--- src/rtl/ocp_if.sv ---
// OCP request/response signal bundle between one master and one slave.
// Master drives the command phase and response accept; slave answers.
interface ocp_if #(
    parameter int ADDR_WIDTH = 5,
    parameter int DATA_WIDTH = 32,
    parameter int BLEN_WIDTH = 4
);
    logic [ADDR_WIDTH-1:0]   maddr;
    logic [2:0]              mcmd;
    logic [BLEN_WIDTH-1:0]   mburstlength;
    logic [2:0]              mburstseq;
    logic [DATA_WIDTH/8-1:0] mbyteen;
    logic [DATA_WIDTH-1:0]   mdata;
    logic                    scmdaccept;
    logic [1:0]              sresp;
    logic [DATA_WIDTH-1:0]   sdata;
    logic                    sresplast;
    logic                    mrespaccept;

    modport master (
        output maddr, mcmd, mburstlength, mburstseq, mbyteen, mdata, mrespaccept,
        input  scmdaccept, sresp, sdata, sresplast
    );

    modport slave (
        input  maddr, mcmd, mburstlength, mburstseq, mbyteen, mdata, mrespaccept,
        output scmdaccept, sresp, sdata, sresplast
    );
endinterface

--- src/rtl/ocp_burst_slave.sv ---
// OCP slave serving INCR read/write bursts from an internal word-addressed memory.
// Write bursts get a single DVA/ERR response; read bursts return one DVA per beat.
module ocp_burst_slave #(
    parameter int ADDR_WIDTH = 5,
    parameter int DATA_WIDTH = 32,
    parameter int BLEN_WIDTH = 4
) (
    input logic  clk,
    input logic  rst,
    ocp_if.slave bus
);
    localparam int BE_W  = DATA_WIDTH / 8;
    localparam int DEPTH = 2 ** ADDR_WIDTH;

    localparam logic [2:0] CMD_IDLE = 3'b000;
    localparam logic [2:0] CMD_WR   = 3'b001;
    localparam logic [2:0] CMD_RD   = 3'b010;

    localparam logic [1:0] RESP_NULL = 2'b00;
    localparam logic [1:0] RESP_DVA  = 2'b01;
    localparam logic [1:0] RESP_ERR  = 2'b11;

    typedef enum logic [1:0] {
        S_IDLE,
        S_WR_BURST,
        S_RESP,
        S_RD_BURST
    } state_t;

    state_t                r_state, w_state_nxt;
    logic [ADDR_WIDTH-1:0] r_addr, w_addr_nxt;
    logic [BLEN_WIDTH-1:0] r_count, w_count_nxt;
    logic [1:0]            r_sresp, w_sresp_nxt;
    logic [DATA_WIDTH-1:0] r_sdata, w_sdata_nxt;
    logic                  r_sresplast, w_sresplast_nxt;
    logic                  w_we;
    logic [ADDR_WIDTH-1:0] w_waddr;
    logic                  w_first_legal;
    logic [DATA_WIDTH-1:0] r_mem [DEPTH];

    assign w_first_legal = (bus.mburstseq == 3'b000) && (bus.mburstlength != '0) &&
                           ((bus.mcmd == CMD_WR) || (bus.mcmd == CMD_RD));

    assign bus.scmdaccept = (r_state == S_IDLE) || (r_state == S_WR_BURST);
    assign bus.sresp      = r_sresp;
    assign bus.sdata      = r_sdata;
    assign bus.sresplast  = r_sresplast;

    always_comb begin
        // NOTE: every output gets a default first so no path leaves a value unassigned (no latches).
        w_state_nxt     = r_state;
        w_addr_nxt      = r_addr;
        w_count_nxt     = r_count;
        w_sresp_nxt     = r_sresp;
        w_sdata_nxt     = r_sdata;
        w_sresplast_nxt = r_sresplast;
        w_we            = 1'b0;
        w_waddr         = r_addr;

        unique case (r_state)
            S_IDLE: begin
                if (bus.mcmd != CMD_IDLE) begin
                    if (!w_first_legal) begin
                        w_state_nxt     = S_RESP;
                        w_sresp_nxt     = RESP_ERR;
                        w_sresplast_nxt = 1'b1;
                    end else if (bus.mcmd == CMD_WR) begin
                        w_we        = 1'b1;
                        w_waddr     = bus.maddr;
                        w_addr_nxt  = bus.maddr + ADDR_WIDTH'(1);
                        w_count_nxt = bus.mburstlength - BLEN_WIDTH'(1);
                        if (bus.mburstlength == BLEN_WIDTH'(1)) begin
                            w_state_nxt     = S_RESP;
                            w_sresp_nxt     = RESP_DVA;
                            w_sresplast_nxt = 1'b1;
                        end else begin
                            w_state_nxt = S_WR_BURST;
                        end
                    end else begin
                        // First read beat is registered here; r_count tracks beats still to present.
                        w_state_nxt     = S_RD_BURST;
                        w_sresp_nxt     = RESP_DVA;
                        w_sdata_nxt     = r_mem[bus.maddr];
                        w_sresplast_nxt = (bus.mburstlength == BLEN_WIDTH'(1));
                        w_addr_nxt      = bus.maddr + ADDR_WIDTH'(1);
                        w_count_nxt     = bus.mburstlength - BLEN_WIDTH'(1);
                    end
                end
            end

            S_WR_BURST: begin
                if (bus.mcmd == CMD_WR) begin
                    w_we        = 1'b1;
                    w_addr_nxt  = r_addr + ADDR_WIDTH'(1);
                    w_count_nxt = r_count - BLEN_WIDTH'(1);
                    if (r_count == BLEN_WIDTH'(1)) begin
                        w_state_nxt     = S_RESP;
                        w_sresp_nxt     = RESP_DVA;
                        w_sresplast_nxt = 1'b1;
                    end
                end else if (bus.mcmd != CMD_IDLE) begin
                    w_state_nxt     = S_RESP;
                    w_sresp_nxt     = RESP_ERR;
                    w_sresplast_nxt = 1'b1;
                end
            end

            S_RESP: begin
                if (bus.mrespaccept) begin
                    w_state_nxt     = S_IDLE;
                    w_sresp_nxt     = RESP_NULL;
                    w_sresplast_nxt = 1'b0;
                end
            end

            S_RD_BURST: begin
                if (bus.mrespaccept) begin
                    if (r_sresplast) begin
                        w_state_nxt     = S_IDLE;
                        w_sresp_nxt     = RESP_NULL;
                        w_sresplast_nxt = 1'b0;
                    end else begin
                        w_sdata_nxt     = r_mem[r_addr];
                        w_addr_nxt      = r_addr + ADDR_WIDTH'(1);
                        w_count_nxt     = r_count - BLEN_WIDTH'(1);
                        w_sresplast_nxt = (r_count == BLEN_WIDTH'(1));
                    end
                end
            end

            default: w_state_nxt = S_IDLE;
        endcase
    end

    // NOTE: sequential state uses non-blocking assignments so all registers update from pre-edge values.
    always_ff @(posedge clk or posedge rst) begin
        if (rst) begin
            r_state     <= S_IDLE;
            r_addr      <= '0;
            r_count     <= '0;
            r_sresp     <= RESP_NULL;
            r_sdata     <= '0;
            r_sresplast <= 1'b0;
        end else begin
            r_state     <= w_state_nxt;
            r_addr      <= w_addr_nxt;
            r_count     <= w_count_nxt;
            r_sresp     <= w_sresp_nxt;
            r_sdata     <= w_sdata_nxt;
            r_sresplast <= w_sresplast_nxt;
        end
    end

    // NOTE: the memory must read back as zero after reset, so it is built from resettable flops, not a RAM macro.
    always_ff @(posedge clk or posedge rst) begin
        if (rst) begin
            for (int i = 0; i < DEPTH; i++) r_mem[i] <= '0;
        end else if (w_we) begin
            for (int b = 0; b < BE_W; b++) begin
                if (bus.mbyteen[b]) r_mem[w_waddr][8*b +: 8] <= bus.mdata[8*b +: 8];
            end
        end
    end
endmodule

--- src/flat_wrapper.sv ---
// flat-port wrapper written by rule: the top's interface ports become plain ports
module ocp_burst_slave_flat 
#(
    parameter int ADDR_WIDTH = 5,
    parameter int DATA_WIDTH = 32,
    parameter int BLEN_WIDTH = 4
)
  (clk, rst, bus_maddr, bus_mcmd, bus_mburstlength, bus_mburstseq, bus_mbyteen, bus_mdata, bus_mrespaccept, bus_scmdaccept, bus_sresp, bus_sdata, bus_sresplast);
  ocp_if #(.ADDR_WIDTH(ADDR_WIDTH), .DATA_WIDTH(DATA_WIDTH), .BLEN_WIDTH(BLEN_WIDTH)) bus_i ();
  input logic clk;
  input logic rst;
  input wire logic [$bits(bus_i.maddr)-1:0] bus_maddr;
  input wire logic [$bits(bus_i.mcmd)-1:0] bus_mcmd;
  input wire logic [$bits(bus_i.mburstlength)-1:0] bus_mburstlength;
  input wire logic [$bits(bus_i.mburstseq)-1:0] bus_mburstseq;
  input wire logic [$bits(bus_i.mbyteen)-1:0] bus_mbyteen;
  input wire logic [$bits(bus_i.mdata)-1:0] bus_mdata;
  input wire logic [$bits(bus_i.mrespaccept)-1:0] bus_mrespaccept;
  output wire logic [$bits(bus_i.scmdaccept)-1:0] bus_scmdaccept;
  output wire logic [$bits(bus_i.sresp)-1:0] bus_sresp;
  output wire logic [$bits(bus_i.sdata)-1:0] bus_sdata;
  output wire logic [$bits(bus_i.sresplast)-1:0] bus_sresplast;
  assign bus_i.maddr = bus_maddr;
  assign bus_i.mcmd = bus_mcmd;
  assign bus_i.mburstlength = bus_mburstlength;
  assign bus_i.mburstseq = bus_mburstseq;
  assign bus_i.mbyteen = bus_mbyteen;
  assign bus_i.mdata = bus_mdata;
  assign bus_i.mrespaccept = bus_mrespaccept;
  assign bus_scmdaccept = bus_i.scmdaccept;
  assign bus_sresp = bus_i.sresp;
  assign bus_sdata = bus_i.sdata;
  assign bus_sresplast = bus_i.sresplast;
  ocp_burst_slave #(.ADDR_WIDTH(ADDR_WIDTH), .DATA_WIDTH(DATA_WIDTH), .BLEN_WIDTH(BLEN_WIDTH)) u_core (.clk(clk), .rst(rst), .bus(bus_i));
endmodule
--- config.mk ---
export PLATFORM = sky130hd
export DESIGN_NAME = ocp_burst_slave_flat
export DESIGN_NICKNAME = d
export VERILOG_FILES = /design/src/rtl/ocp_if.sv /design/src/rtl/ocp_burst_slave.sv /design/src/flat_wrapper.sv
export SDC_FILE = /design/constraint.sdc
export NUM_CORES = 2
export LEC_CHECK = 0
export BUFFER_PORTS_ARGS = -buffer_cell sky130_fd_sc_hd__buf_2
export CELL_PAD_IN_SITES_DETAIL_PLACEMENT = 0
export CELL_PAD_IN_SITES_GLOBAL_PLACEMENT = 1
export CORE_MARGIN = 3
export CORE_UTILIZATION = 54
export CTS_CLUSTER_SIZE = 8
export DETAILED_ROUTE_END_ITERATION = 10
export PLACE_DENSITY_LB_ADDON = 0.1
export SLEW_MARGIN = 0
export SYNTH_ARGS = -nofsm -noshare
export SYNTH_HDL_FRONTEND = slang
export SYNTH_SLANG_ARGS = --single-unit
--- constraint.sdc ---
create_clock -name clk -period 41.2 [get_ports clk]
set_clock_uncertainty 0.1 [all_clocks]
set_input_delay 4.12 -clock clk [delete_from_list [all_inputs] [get_ports clk]]
set_output_delay 4.12 -clock clk [all_outputs]
set_load 0.01 [all_outputs]
---- Yosys cells after proc, flatten, opt, wreduce, memory -nomap -nowiden ----
Index checks and enable logic that the tools add are counted.
operators by class
  bitwise gates (word level) .............. 3
  equality and inequality tests ........... 18
  multiplexer cells ....................... 81
  div/mod/pow operators ................... 0
  reduce and logical (&&, ||, !) cells .... 16
  add/sub/neg operators ................... 4
  shift operators ......................... 0
  magnitude comparators ................... 4
  multiply operators ...................... 0
operator list
  cell                 count
  $mux 1024            7
  $bwmux 1024          4
  $demux 32 s5         4
  $bmux 32 s5          2
  $mux 32              10
  $pmux 32 s2          1
  $mux 5               9
  $mux 2               17
  $mux 24              1
  $reduce_and 6->1     4
  $mux 4               5
  $ge 6x6->1 const B   3
  $not 5->6            3
  $mux 16              1
  $pmux 2 s4           2
  $pmux 5 s3           1
  $mux 1               13
  $ne 2x2->1 const B   6
  $pmux 4 s3           1
  $add 5x1->5 const B  2
  $eq 4x1->1 const B   2
  $mux 8               1
  $sub 4x1->4 const B  2
  $reduce_and 7->1     1
  17 further kinds     24
storage, ports and cells
  bits in read-only memories .............. 0
  latch bits .............................. 0
  flip-flop bits (word level) ............. 1070
  memory bits (writable) .................. 0
  input bits .............................. 54
  memories kept ........................... 0
  output and inout port bits .............. 36

---- Logic depth before layout (Yosys ltp) ----
  depth after elaboration ................. 22
  depth in mapped cells ................... 10
  mapped depth without buffers ............ 7

---- Least setup slack after synthesis ----
Ideal clock, no wire load.
  kind .................................... input -> register
  from .................................... input bus_mburstseq[2]
  to ...................................... register u_core.r_mem[616] (netlist bit)
  data required time ...................... 40975 ps
  buffers on the path ..................... 3
  stages on the path ...................... 8
  setup time .............................. 125 ps
  data arrival time ....................... 6677 ps
  setup slack ............................. 34298 ps
  cell sequence ........................... or3_1 -> clkbuf_1 -> nor4b_4 -> buf_4 -> mux2_2 -> buf_2 -> nor3_2 -> mux2_2
between the ends
  longest elaborated chain between the ends .. 19
  elaborated cells between the ends (all ways) .. 29
  classes of those cells .................. 2 x order compare; 22 x mux; 1 x bitwise; 4 x reduce/logical
RTL lines
  item                                                                    RTL line                source
  start, declared                                                         flat_wrapper.sv:15      input wire logic [$bits(bus_i.mburstseq)-1:0] bus_mburstseq;
  $logic_not 3->1 *                                                       ocp_burst_slave.sv:41   assign w_first_legal = (bus.mburstseq == 3'b000) && (bus.mburstlength != '0) &&
  $logic_and 1x1->1 * (2 in a row)                                        ocp_burst_slave.sv:41
  $mux 5                                                                  ocp_burst_slave.sv:63   if (!w_first_legal) begin
  $mux 5                                                                  ocp_burst_slave.sv:62   if (bus.mcmd != CMD_IDLE) begin
  $mux 5                                                                  ocp_burst_slave.sv:60   unique case (r_state)
  $not 5->6 (not written as such)                                         ocp_burst_slave.sv:160  if (bus.mbyteen[b]) r_mem[w_waddr][8*b +: 8] <= bus.mdata[8*b +: 8];
  $ge 6x6->1 (not written as such) (tied with other cells)                ocp_burst_slave.sv:160
  $logic_and 1x1->1 (not written as such) or $bwmux 1024 (tied branches)  ocp_burst_slave.sv:160
  [2 not listed]                                                          n/a
  $bwmux 1024                                                             ocp_burst_slave.sv:160
  $mux 1024                                                               ocp_burst_slave.sv:160
  $mux 1024                                                               ocp_burst_slave.sv:158  end else if (w_we) begin
  $bwmux 1024                                                             ocp_burst_slave.sv:160
  $mux 1024                                                               ocp_burst_slave.sv:160
  $mux 1024                                                               ocp_burst_slave.sv:158
  $bwmux 1024                                                             ocp_burst_slave.sv:160
  $mux 1024                                                               ocp_burst_slave.sv:160
  end signal, assigned by index                                           ocp_burst_slave.sv:160
  end, declared                                                           ocp_burst_slave.sv:39   logic [DATA_WIDTH-1:0] r_mem [DEPTH];
Mark *: on every way between the ends. The rest lies on a longest branch, timed or not. The select of a mux whose other input is x is not followed.
A chain may end at the register's enable or synchronous reset.

---- Worst setup path after layout ----
  from .................................... input bus_mcmd[1]
  to ...................................... register u_core.r_mem[289] (netlist bit)
between the ends
  longest elaborated chain between the ends .. 22
  elaborated cells between the ends (all ways) .. 33
  classes of those cells .................. 2 x order compare; 2 x eq/ne; 24 x mux; 1 x bitwise; 4 x reduce/logical
RTL lines
  item                                                            RTL line                                                             source
  start, declared                                                 flat_wrapper.sv:13                                                   input wire logic [$bits(bus_i.mcmd)-1:0] bus_mcmd;
  $eq 3x1->1 or $eq 3x2->1 (tied branches)                        ocp_burst_slave.sv:42, ocp_burst_slave.sv:67, ocp_burst_slave.sv:92
  $logic_or 1x1->1                                                ocp_burst_slave.sv:42                                                ((bus.mcmd == CMD_WR) || (bus.mcmd == CMD_RD));
  $logic_and 1x1->1                                               ocp_burst_slave.sv:41
  $mux 5                                                          ocp_burst_slave.sv:63
  $mux 5                                                          ocp_burst_slave.sv:62
  $mux 5                                                          ocp_burst_slave.sv:60
  $not 5->6 (not written as such)                                 ocp_burst_slave.sv:160
  $ge 6x6->1 (not written as such) or $lt 6x1->1 (tied branches)  ocp_burst_slave.sv:160
  [6 not listed]                                                  n/a
  $bwmux 1024                                                     ocp_burst_slave.sv:160
  $mux 1024                                                       ocp_burst_slave.sv:160
  $mux 1024                                                       ocp_burst_slave.sv:158
  $bwmux 1024                                                     ocp_burst_slave.sv:160
  $mux 1024                                                       ocp_burst_slave.sv:160
  $mux 1024                                                       ocp_burst_slave.sv:158
  $bwmux 1024                                                     ocp_burst_slave.sv:160
  $mux 1024                                                       ocp_burst_slave.sv:160
Several ways; a longest one is shown, not always the timed one. The select of a mux whose other input is x is not followed.

==> metrics.cfg <==
[route]
first_pass_iters = 5
wl_per_cell_um = 33.4
routed_via_density = 7.06
routed_wl_um = 178000
drtIter0Drc = 3901
ant_nets = 0
vias = 37568
route.detailed.drc = 0

[critical_path]
cpMostUsedCell = nor4b_4
crit_type = in -> reg
startpoint_type = input port
worstPathCellList = buf_2 > nor4b_4 > nor4b_4 > buf_4 > mux2i_4 > nand3_1 > mux2_2
cp.required_ps = 41720
critical-path-slowest-cell = mux2i_4
worstPathArrival_ps = 8340
critPathCaptureType = flip-flop
path_max_fanout = 24
max_stage_delay_ps = 1110

[timing]
hold_violations = 0
worstMarginPinSlew_ps = 1310
worst_slack_ps = 33380
fin_tns_setup_ps = 0
setup_viol = 0
fin_crit_sh_pct = 19.0
maxSlewViolCount = 0
fin_crit_ps = 7820
relSlewSlack_pct = 10.9
timing.hold.ws_ps = 409
rsz0062_at_grt = no
clock.fmax_mhz = 128

[cells_and_area]
fin_cells = 5322
layout_commonest_cell = dfrtp_1
post-route-cell-area_um2 = 63500
nNetsFinal = 3971
layout_common_cells = dfrtp_1 (1067), mux2_2 (1021), mux2i_1 (429)
drive_gt1_share_pct = 46.9
synthToLayoutAreaGrowth_pct = 9.64
finish.utilization_pct = 60.0

[grt]
grt_max_degree = 195
grt_pass1_vias = 38854
grt_pass1_wl_um = 265000
grt_overflow_total = 0
antenna_found_initial = 13
grt_use_total_pct = 32.2

[hold_path]
holdCritPathClass = reg -> reg

[cts]
clockRootBuffer = clkbuf_16
cts_setup_buffers = 0
htreeDepth = 4
cts_buffers = 152
cts.sinks = 1070
path_clk_slew_ps = 50
cts_resized = 0
clk_latency_ps = 740
cts_tree = built
cts_hold_buf = 0
cts_buffer_depth = 3

[placed_design]
preCtsSetupSlack_ps = 32700
routabilityCongestion = 0.914
placed_area_um2 = 59500
port_buffers = 89
dp.final_hpwl_um = 113000
post-place-cells = 5149

[floorplan]
core_um2 = 106000
fp.dieW_um = 333
fp-row-count = 119
ios = 90
die_area_um2 = 111000
die_h_um = 333
start_util_pct = 54.7

[yosys]
yosys_warnings = 0
async_reset_ff_share_pct = 100
synth_cell_types = 51
syn_inst = 3936
syn_area_per_cell_um2 = 14.7
syn_area_um2 = 57900
synth_seq_cells = 1070
synth_flop_cell = dfrtp_1
yosysSeqAreaShare_pct = 46.2
synth_edf_count = 0
synth_nets = 3995

[pwr]
ir_drop_mv = 0.0500
pwr_density_cell_nw_per_um2 = 47.4
power.total_mw = 3.01
leakage_nw = 29.6

[flow_run]
drv_cap = 0

[outcome]
outcome = finished, final reports clean

[kinds of logic (layout without fill, tap and decap cells)]
kind of cell,Yosys count,after routing,synth area share (%)
other cells,0,7,0
simple gates,380,380,4.18
xor+xnor,6,6,0.0908
buf+inv,341,329,2.30
mux,1893,1893,44.1
fa+ha+maj,5,5,0.108
compound gates,241,241,2.96
flops,1070,1070,46.2
[Yosys cell counts, types with 8 or more instances]
master / instances / area share, %
o221ai_1: 15 / 0.23
dfrtp_1: 1070 / 46
a21oi_1: 37 / 0.32
nor3_1: 8 / 0.069
o22ai_1: 19 / 0.21
inv_1: 14 / 0.091
mux2_2: 1021 / 20
mux2i_1: 436 / 7.5
mux2_1: 12 / 0.23
and4_1: 17 / 0.26
o21ai_0: 13 / 0.11
nor2_1: 26 / 0.17
a211oi_1: 18 / 0.23
a22oi_1: 121 / 1.6
mux4_2: 423 / 16
nand2b_1: 8 / 0.086
clkbuf_1: 225 / 1.5
buf_2: 39 / 0.34
nor3_4: 42 / 1.2
buf_1: 60 / 0.39
nand3_1: 156 / 1.3
nand2_1: 90 / 0.58
[worst paths after layout]
path / startpoint / endpoint / slack, ps / cells after the start
worst min-delay path: u_core.bus.sdata[1] / u_core.bus.sdata[1] / 410 / 2
worst max register to register: u_core.r_addr[0] / u_core.bus.sdata[30] / 36110 / 7
min in group asynchronous: rst / u_core.r_mem[762] / 3490 / 2
worst min register to register: u_core.bus.sdata[1] / u_core.bus.sdata[1] / 410 / 2
max in group asynchronous: rst / u_core.r_addr[0] / 34040 / 5
worst max-delay path: bus_mcmd[1] / u_core.r_mem[289] / 33380 / 7
[critical path: cells and delay by family]
kind	cells	cell delay (ps)
simple gates	3	2030
buf+inv	2	520
mux	2	1640
[state kept, by name, indices dropped and copies added, names as in the netlist]
| name | count |
|---|---|
| u_core.r_mem | 1024 |
| u_core.bus.sresp | 2 |
| u_core.r_addr | 5 |
| u_core.r_state | 2 |
| u_core.bus.sdata | 32 |
| u_core.r_count | 4 |
| u_core.bus.sresplast | 1 |
[final cells by class]
type                       count  area [µm²]
multi-input combinational   2525       29900
sequential                  1070       26800
timing repair buffer         147         956
fill                        8026       42400
clock inverter                 3        25.0
inverter                      16        70.1
clock buffer                 163        3960
tap                         1391        1740
antenna                        7        17.5
[power breakdown]
| group | total (mW) | internal (mW) | switching [mW] |
|---|---|---|---|
| sequential | 1.14 | 1.08 | 0.0553 |
| clock | 1.10 | 0.666 | 0.438 |
| combinational | 0.765 | 0.268 | 0.497 |
| total | 3.01 | 2.02 | 0.990 |
[metal layers]
layer  vias to the layer above  wire length, µm  track usage (%)
met4                         0             6430             11.8
li1                      15148                -                -
met5                         -                0                0
met3                       389            15300             8.46
met1                     20289            73600             44.7
met2                      1742            82400             49.3
No activity file was read; power rests on OpenSTA's default activity.
